File: config.mk
export PLATFORM = sky130hd
export DESIGN_NAME = neo_video_out_flat
export DESIGN_NICKNAME = d
export VERILOG_FILES = /design/src/rtl/neo_video_out_if.sv /design/src/rtl/neo_video_out.sv /design/src/flat_wrapper.sv
export SDC_FILE = /design/constraint.sdc
export NUM_CORES = 1
export LEC_CHECK = 0
export BUFFER_PORTS_ARGS = -buffer_cell sky130_fd_sc_hd__buf_2
export CORE_UTILIZATION = 57
export CTS_CLUSTER_DIAMETER = 150
export DETAILED_ROUTE_END_ITERATION = 12
export PLACE_DENSITY = 0.91
export SLEW_MARGIN = 20
export SYNTH_ARGS = -nofsm -noshare
export SYNTH_HDL_FRONTEND = slang
export SYNTH_SLANG_ARGS = --single-unit
File: constraint.sdc
create_clock -name CLK -period 2.3 [get_ports CLK]
set_input_delay 0.23 -clock CLK [delete_from_list [all_inputs] [get_ports CLK]]
set_output_delay 0.23 -clock CLK [all_outputs]
set_load 0.03 [all_outputs]
File: src/rtl/neo_video_out_if.sv
// neo_video_out_if -- video-side signal bundle for neo_video_out.
//   master : drives pixel enable, palette word, shadow and raw LSPC syncs;
//            receives the pipelined RGB, delayed syncs, blanking and DE.
//   slave  : the video output block itself.
interface neo_video_out_if;
    logic        CLK_EN_6MB;    // one CLK-cycle pulse per pixel
    logic [15:0] PAL_RAM_DATA;  // {dark, R0, G0, B0, R[4:1], G[4:1], B[4:1]}
    logic        SHADOW;        // halve output intensity
    logic        HSYNC;         // active-low horizontal sync in
    logic        VSYNC;         // active-low vertical sync in
    logic [7:0]  RED;
    logic [7:0]  GREEN;
    logic [7:0]  BLUE;
    logic        HS_OUT;        // active-low, aligned with RGB
    logic        VS_OUT;        // active-low, aligned with RGB
    logic        HBLANK;        // active-high
    logic        VBLANK;        // active-high
    logic        DE;            // ~HBLANK & ~VBLANK

    modport master (
        output CLK_EN_6MB, PAL_RAM_DATA, SHADOW, HSYNC, VSYNC,
        input  RED, GREEN, BLUE, HS_OUT, VS_OUT, HBLANK, VBLANK, DE
    );

    modport slave (
        input  CLK_EN_6MB, PAL_RAM_DATA, SHADOW, HSYNC, VSYNC,
        output RED, GREEN, BLUE, HS_OUT, VS_OUT, HBLANK, VBLANK, DE
    );
endinterface

File: src/rtl/neo_video_out.sv
// neo_video_out -- palette-to-RGB conversion and sync/blank timing generator.
// Two pixel-enable stages: stage 1 captures palette word, shadow and raw syncs
// and runs the h/v counters; stage 2 holds converted RGB plus the blanking,
// DE and sync outputs so everything leaves aligned.
// Ports:
//   CLK     : 48 MHz system clock (only clock)
//   nRESET  : asynchronous active-low reset
//   vid     : neo_video_out_if.slave (pixel enable, palette, syncs in; RGB,
//             delayed syncs, blanking, DE out)
module neo_video_out #(
    parameter int unsigned H_START  = 30,   // pixels after HSYNC fall to active
    parameter int unsigned H_ACTIVE = 320,  // active pixels per line
    parameter int unsigned V_START  = 16,   // lines after frame start to active
    parameter int unsigned V_ACTIVE = 224   // active lines per frame
) (
    input  logic            CLK,
    input  logic            nRESET,
    neo_video_out_if.slave  vid
);

    localparam logic [9:0] HBeg = 10'(H_START);
    localparam logic [9:0] HEnd = 10'(H_START + H_ACTIVE);
    localparam logic [9:0] VBeg = 10'(V_START);
    localparam logic [9:0] VEnd = 10'(V_START + V_ACTIVE);

    // Stage 1
    logic [15:0] pal_q;
    logic        shadow_q;
    logic        hs_q, vs_q;
    logic [8:0]  hcnt_q, hcnt_d;
    logic [8:0]  vcnt_q, vcnt_d;
    logic        frame_pend_q, frame_pend_d;

    // Stage 2
    logic [7:0]  red_q, green_q, blue_q;
    logic [7:0]  red_d, green_d, blue_d;
    logic        hs_out_q, vs_out_q;
    logic        hblank_q, vblank_q, de_q;

    logic        hs_fall, vs_fall;
    logic        hblank_raw, vblank_raw, de_raw;

    // 5-bit channel -> 8-bit: extend to 6 bits with the MSB, subtract dark,
    // clamp on underflow, then replicate two bits to fill the byte.
    function automatic logic [7:0] conv_chan(input logic [3:0] hi, input logic lo,
                                             input logic dark, input logic shadow);
        logic [6:0] c6;
        logic [7:0] c8;
        c6 = {1'b0, hi, lo, hi[3]} - {6'b0, dark};
        if (c6[6]) begin
            c8 = 8'h00;
        end else begin
            c8 = {c6[5:0], c6[4:3]};
        end
        return shadow ? {1'b0, c8[7:1]} : c8;
    endfunction

    assign hs_fall = hs_q & ~vid.HSYNC;
    assign vs_fall = vs_q & ~vid.VSYNC;

    // hcnt saturates at 511 so a missing HSYNC parks the line in blanking.
    always_comb begin
        hcnt_d = hcnt_q;
        if (hs_fall) begin
            hcnt_d = '0;
        end else if (hcnt_q != '1) begin
            hcnt_d = hcnt_q + 9'd1;
        end
    end

    // A VSYNC fall arms frame_pend; the next HSYNC fall starts line 0.
    // Coincident falls start the frame immediately.
    always_comb begin
        vcnt_d       = vcnt_q;
        frame_pend_d = frame_pend_q;
        if (hs_fall && vs_fall) begin
            vcnt_d       = '0;
            frame_pend_d = 1'b0;
        end else if (vs_fall) begin
            frame_pend_d = 1'b1;
        end else if (hs_fall) begin
            if (frame_pend_q) begin
                vcnt_d       = '0;
                frame_pend_d = 1'b0;
            end else if (vcnt_q != '1) begin
                vcnt_d = vcnt_q + 9'd1;
            end
        end
    end

    always_comb begin
        hblank_raw = !(({1'b0, hcnt_q} >= HBeg) && ({1'b0, hcnt_q} < HEnd));
        vblank_raw = !(({1'b0, vcnt_q} >= VBeg) && ({1'b0, vcnt_q} < VEnd));
        de_raw     = ~hblank_raw & ~vblank_raw;
        red_d      = 8'h00;
        green_d    = 8'h00;
        blue_d     = 8'h00;
        if (de_raw) begin
            red_d   = conv_chan(pal_q[11:8], pal_q[14], pal_q[15], shadow_q);
            green_d = conv_chan(pal_q[7:4],  pal_q[13], pal_q[15], shadow_q);
            blue_d  = conv_chan(pal_q[3:0],  pal_q[12], pal_q[15], shadow_q);
        end
    end

    always_ff @(posedge CLK or negedge nRESET) begin
        if (!nRESET) begin
            pal_q        <= '0;
            shadow_q     <= 1'b0;
            hs_q         <= 1'b1;
            vs_q         <= 1'b1;
            hcnt_q       <= '1;
            vcnt_q       <= '1;
            frame_pend_q <= 1'b0;
            red_q        <= '0;
            green_q      <= '0;
            blue_q       <= '0;
            hs_out_q     <= 1'b1;
            vs_out_q     <= 1'b1;
            hblank_q     <= 1'b1;
            vblank_q     <= 1'b1;
            de_q         <= 1'b0;
        end else if (vid.CLK_EN_6MB) begin
            pal_q        <= vid.PAL_RAM_DATA;
            shadow_q     <= vid.SHADOW;
            hs_q         <= vid.HSYNC;
            vs_q         <= vid.VSYNC;
            hcnt_q       <= hcnt_d;
            vcnt_q       <= vcnt_d;
            frame_pend_q <= frame_pend_d;
            red_q        <= red_d;
            green_q      <= green_d;
            blue_q       <= blue_d;
            hs_out_q     <= hs_q;
            vs_out_q     <= vs_q;
            hblank_q     <= hblank_raw;
            vblank_q     <= vblank_raw;
            de_q         <= de_raw;
        end
    end

    assign vid.RED    = red_q;
    assign vid.GREEN  = green_q;
    assign vid.BLUE   = blue_q;
    assign vid.HS_OUT = hs_out_q;
    assign vid.VS_OUT = vs_out_q;
    assign vid.HBLANK = hblank_q;
    assign vid.VBLANK = vblank_q;
    assign vid.DE     = de_q;

endmodule
File: src/flat_wrapper.sv
// flat-port wrapper written by rule: the top's interface ports become plain ports
module neo_video_out_flat 
#(
    parameter int unsigned H_START  = 30,                                       
    parameter int unsigned H_ACTIVE = 320,                           
    parameter int unsigned V_START  = 16,                                       
    parameter int unsigned V_ACTIVE = 224                            
)
  (CLK, nRESET, vid_CLK_EN_6MB, vid_PAL_RAM_DATA, vid_SHADOW, vid_HSYNC, vid_VSYNC, vid_RED, vid_GREEN, vid_BLUE, vid_HS_OUT, vid_VS_OUT, vid_HBLANK, vid_VBLANK, vid_DE);
  neo_video_out_if vid_i ();
  input  logic CLK;
  input  logic nRESET;
  input wire logic [$bits(vid_i.CLK_EN_6MB)-1:0] vid_CLK_EN_6MB;
  input wire logic [$bits(vid_i.PAL_RAM_DATA)-1:0] vid_PAL_RAM_DATA;
  input wire logic [$bits(vid_i.SHADOW)-1:0] vid_SHADOW;
  input wire logic [$bits(vid_i.HSYNC)-1:0] vid_HSYNC;
  input wire logic [$bits(vid_i.VSYNC)-1:0] vid_VSYNC;
  output wire logic [$bits(vid_i.RED)-1:0] vid_RED;
  output wire logic [$bits(vid_i.GREEN)-1:0] vid_GREEN;
  output wire logic [$bits(vid_i.BLUE)-1:0] vid_BLUE;
  output wire logic [$bits(vid_i.HS_OUT)-1:0] vid_HS_OUT;
  output wire logic [$bits(vid_i.VS_OUT)-1:0] vid_VS_OUT;
  output wire logic [$bits(vid_i.HBLANK)-1:0] vid_HBLANK;
  output wire logic [$bits(vid_i.VBLANK)-1:0] vid_VBLANK;
  output wire logic [$bits(vid_i.DE)-1:0] vid_DE;
  assign vid_i.CLK_EN_6MB = vid_CLK_EN_6MB;
  assign vid_i.PAL_RAM_DATA = vid_PAL_RAM_DATA;
  assign vid_i.SHADOW = vid_SHADOW;
  assign vid_i.HSYNC = vid_HSYNC;
  assign vid_i.VSYNC = vid_VSYNC;
  assign vid_RED = vid_i.RED;
  assign vid_GREEN = vid_i.GREEN;
  assign vid_BLUE = vid_i.BLUE;
  assign vid_HS_OUT = vid_i.HS_OUT;
  assign vid_VS_OUT = vid_i.VS_OUT;
  assign vid_HBLANK = vid_i.HBLANK;
  assign vid_VBLANK = vid_i.VBLANK;
  assign vid_DE = vid_i.DE;
  neo_video_out #(.H_START(H_START), .H_ACTIVE(H_ACTIVE), .V_START(V_START), .V_ACTIVE(V_ACTIVE)) u_core (.CLK(CLK), .nRESET(nRESET), .vid(vid_i));
endmodule
==> impl_results.md <==
* Status: completed
* Top FF cell, synth: dfrtp_1
* Period utilization at between 90% and 100%
* Via count at a little under 3000
* Largest stage delay on the critical path at ~680 ps
* Slowest CP cell: or4b_2
* Syn. warnings at 0
* Worst vdd ir at 0.4260 mV
* Fraction of layout cells with a size suffix above 1 at between 20% and 30%
* WP data arrival at roughly 2400 ps
* Setup slack after placement at 109.7 ps
* Cell area after synthesis at roughly 3500 sq um
* H-tree levels at 3
* Crit start category: flop
* Seq/Total Area, Yosys at approximately 46%
* Post-Synthesis Cells at between 300 and 400
* WL met3 at roughly 430 microns
* First-pass DRT Iterations at 5
* I/O Pins at 51
* Maximum fanout along the worst path at 8
* Antenna violations before repair at 0
* GRT Total Usage at 27.14%
* Worst-path clk slew at approximately 70 ps
* DRT iter0 DRCs at 140
* WS Path Type: flop to flop
* Die area at roughly 6500 sq um
* Min cycle time layout at 2209 ps
* Initial Utilization at 59.45%
* Unique cell type count in the Yosys netlist at between 50 and 60
* Clk_skew at between 7 and 8 ps
* Final-report max-slew violation count at 0
* Pwr dens at roughly 650 nW/um^2
* Max_slew headroom at 64.17%
* Clock root buffer: clkbuf_8
* Post-synth EDFFs at 0
* Die Height at approximately 80 microns
* Fin. Hold Viols at 0
* Synth async-reset ratio at 100.0%
* Area Growth Syn to Fin at 14.52%
* Vias in the first global route at ~2800
* F_max at 0.4528 GHz
* CTS tree: done
* Worst hold path class: primary input to flop
* Worst setup EP type: flop
* First-pass GRT wire length at roughly 13000 microns
* Gpl congestion at 0.8970
* Nets at between 400 and 500
* Avg Synthesized Cell Area at 9.974 sq um
* Largest net degree at the start of global routing at between 60 and 70
* Setup TNS at 0 ps
* DR top layer: met4
* DR WL met2 at a little under 4000 microns
* Yosys reg bits at 64
* Max Root-Sink Buffers at 2
* Worst setup margin at between 90 and 100 ps
* DRC Markers at 0
* Antenna Cells at 0
* Via-per-instance ratio at 6.136
* Wire per inst at between 15 and 20 microns
* Setup violators final at 0
* DRT antenna net count at 0
* Critical path, cell by cell: inv_1 > ha_1 > or4b_2 > nor2_1 > mux2i_1 > o32ai_2
* Rows at 28
* Max Cap Viol at 0
* Skew-Pair Late Insertion Delay at between 300 and 400 ps
* Num CTS Buffers at 9
* Die W at a little over 80 microns
* Worst Max-Slew Pin Slew at roughly 530 ps
* Buffers on Ports at 50
* Syn_nets at between 300 and 400
* Worst EP required at 2530 ps
* Core Footprint at 5956 sq um
* Met1 wire length at between 3000 and 4000 microns
* RSZ-0062 raised after global routing: no
* Leak pwr at 0.001789 uW
* Total grt overflow at 0
* Hpwl dp at between 5000 and 6000 microns
* CTS sink cnt at 64
* Final wirelength at approximately 8100 microns
per-stage QoR:
| stage | utilization [%] | cells | hold slack (ps) | power (uW) | area (sq um) |
|---|---|---|---|---|---|
| after detailed placement | 64.92 | 468 | 267.1 | 1810 | 3866 |
| after global placement | 64.92 | 468 | 261.4 | 1781 | 3866 |
| after floorplan | - | 355 | -65.59 | 1659 | 3541 |
| after CTS | 67.79 | 485 | 86.34 | 2650 | 4038 |
| final | 68.09 | 485 | 88.00 | 2652 | 4055 |
| after global routing | 68.09 | 485 | 103.9 | 2781 | 4055 |
worst paths after layout:
kind / from / end / slack, ps / cells after the start
setup / recovery: u_core.pal_q[7] / u_core.vid.GREEN[7] / 90 / 6
hold / removal: vid_PAL_RAM_DATA[14] / u_core.pal_q[14] / 90 / 3
setup reg to reg: u_core.pal_q[7] / u_core.vid.GREEN[7] / 90 / 6
hold reg to reg: u_core.vid.GREEN[4] / u_core.vid.GREEN[4] / 490 / 1
max in group asynchronous: nRESET / u_core.vcnt_q[6] / 1550 / 3
min in group asynchronous: nRESET / u_core.vid.GREEN[4] / 410 / 3
where the power goes:
group          switching (uW)  internal [uW]
logic                     259            201
registers                 113           1240
clock network             419            421
cell families after synthesis:
group,synth area share (%)
AOI/OAI and AO/OA,16.64
xor gates and xnor gates,4.205
adders and majority gates,3.534
buffers and inverters,5.017
DFF,46.08
muxes,6.431
and+or+nand+nor,18.09
routing by layer:
metal | GRT usage (%) | up-vias
met5 | 0 | -
met2 | 43.28 | 118
li1 | - | 1385
met1 | 34.99 | 1452
met4 | 14.11 | 0
met3 | 5.393 | 21
layout make-up:
| cell class | count | area, sq um |
|---|---|---|
| Timing Repair Buffer | 60 | 340.3 |
| Inverter | 21 | 78.83 |
| Clock inverter | 1 | 5.005 |
| Clock buffer | 15 | 156.4 |
| Tap cell | 75 | 93.84 |
| Sequential cell | 64 | 1632 |
| Multi-Input combinational cell | 249 | 1749 |
| Fill cell | 482 | 1901 |
flip-flops by register name (all words and copies together) (netlist names):
name,count
u_core.vs_q,1
u_core.vid.VS_OUT,1
u_core.vcnt_q,9
u_core.vid.VBLANK,1
u_core.vid.HS_OUT,1
u_core.hcnt_q,9
u_core.vid.BLUE,7
u_core.vid.RED,7
u_core.vid.GREEN,7
u_core.shadow_q,1
u_core.pal_q,16
u_core.hs_q,1
u_core.vid.HBLANK,1
u_core.vid.DE,1
u_core.frame_pend_q,1
cells in the final DEF (no fill, tap or decap), types with 10 or more instances in the layout:
cell       n
mux2_2    14
dfstp_2   24
a21oi_1   12
dfrtp_1   40
clkbuf_8  10
buf_2     50
inv_1     20
nor2_1    31
xnor2_1   10
o21ai_0   20
nand2_1   29
synth_stat cells, drive strengths merged (2+ instances only):
master	number	area, sq um
dfrtp	40	1001
nor2	31	116.4
nand2	29	108.9
dfstp	24	630.6
inv	21	78.82
o21ai	20	100.1
clkbuf	15	56.30
mux2	14	157.7
a21oi	12	60.06
ha	10	125.1
xnor2	10	87.58
o32ai	9	93.84
nand3	8	40.04
nor2b	8	50.05
o2bb2ai	8	70.07
mux2i	7	70.07
nand4	7	43.79
nor3b	7	57.55
xor2	7	61.31
buf	6	42.53
nor4	5	31.28
a211oi	4	30.03
a32o	4	40.04
nand2b	4	25.02
nor3	4	20.02
and3	3	18.77
o211a	3	30.03
o22ai	3	18.77
a211o	2	17.52
a221oi	2	17.52
a31o	2	17.52
a31oi	2	12.51
and2	2	12.51
and4	2	17.52
nor4bb	2	20.02
o21a	2	15.01
or3	2	12.51
worst max-delay path: cells and delay by family (launching register included):
family                     cells  cell delay (ps)
DFF                            1              470
muxes                          1              260
AOI/OAI and AO/OA              1              100
adders and majority gates      1              220
buffers and inverters          1              110
and+or+nand+nor                2              920
what timing repair did:
item / in CTS / in global routing
setup buffers: 0 / 0
endpoints found under the setup margin: 0 / 4
hold buffers: 1 / 0
gates resized for setup: 0 / 4
hold endpoints to repair: 40 / 0
Power figures use the tool's default switching activity.
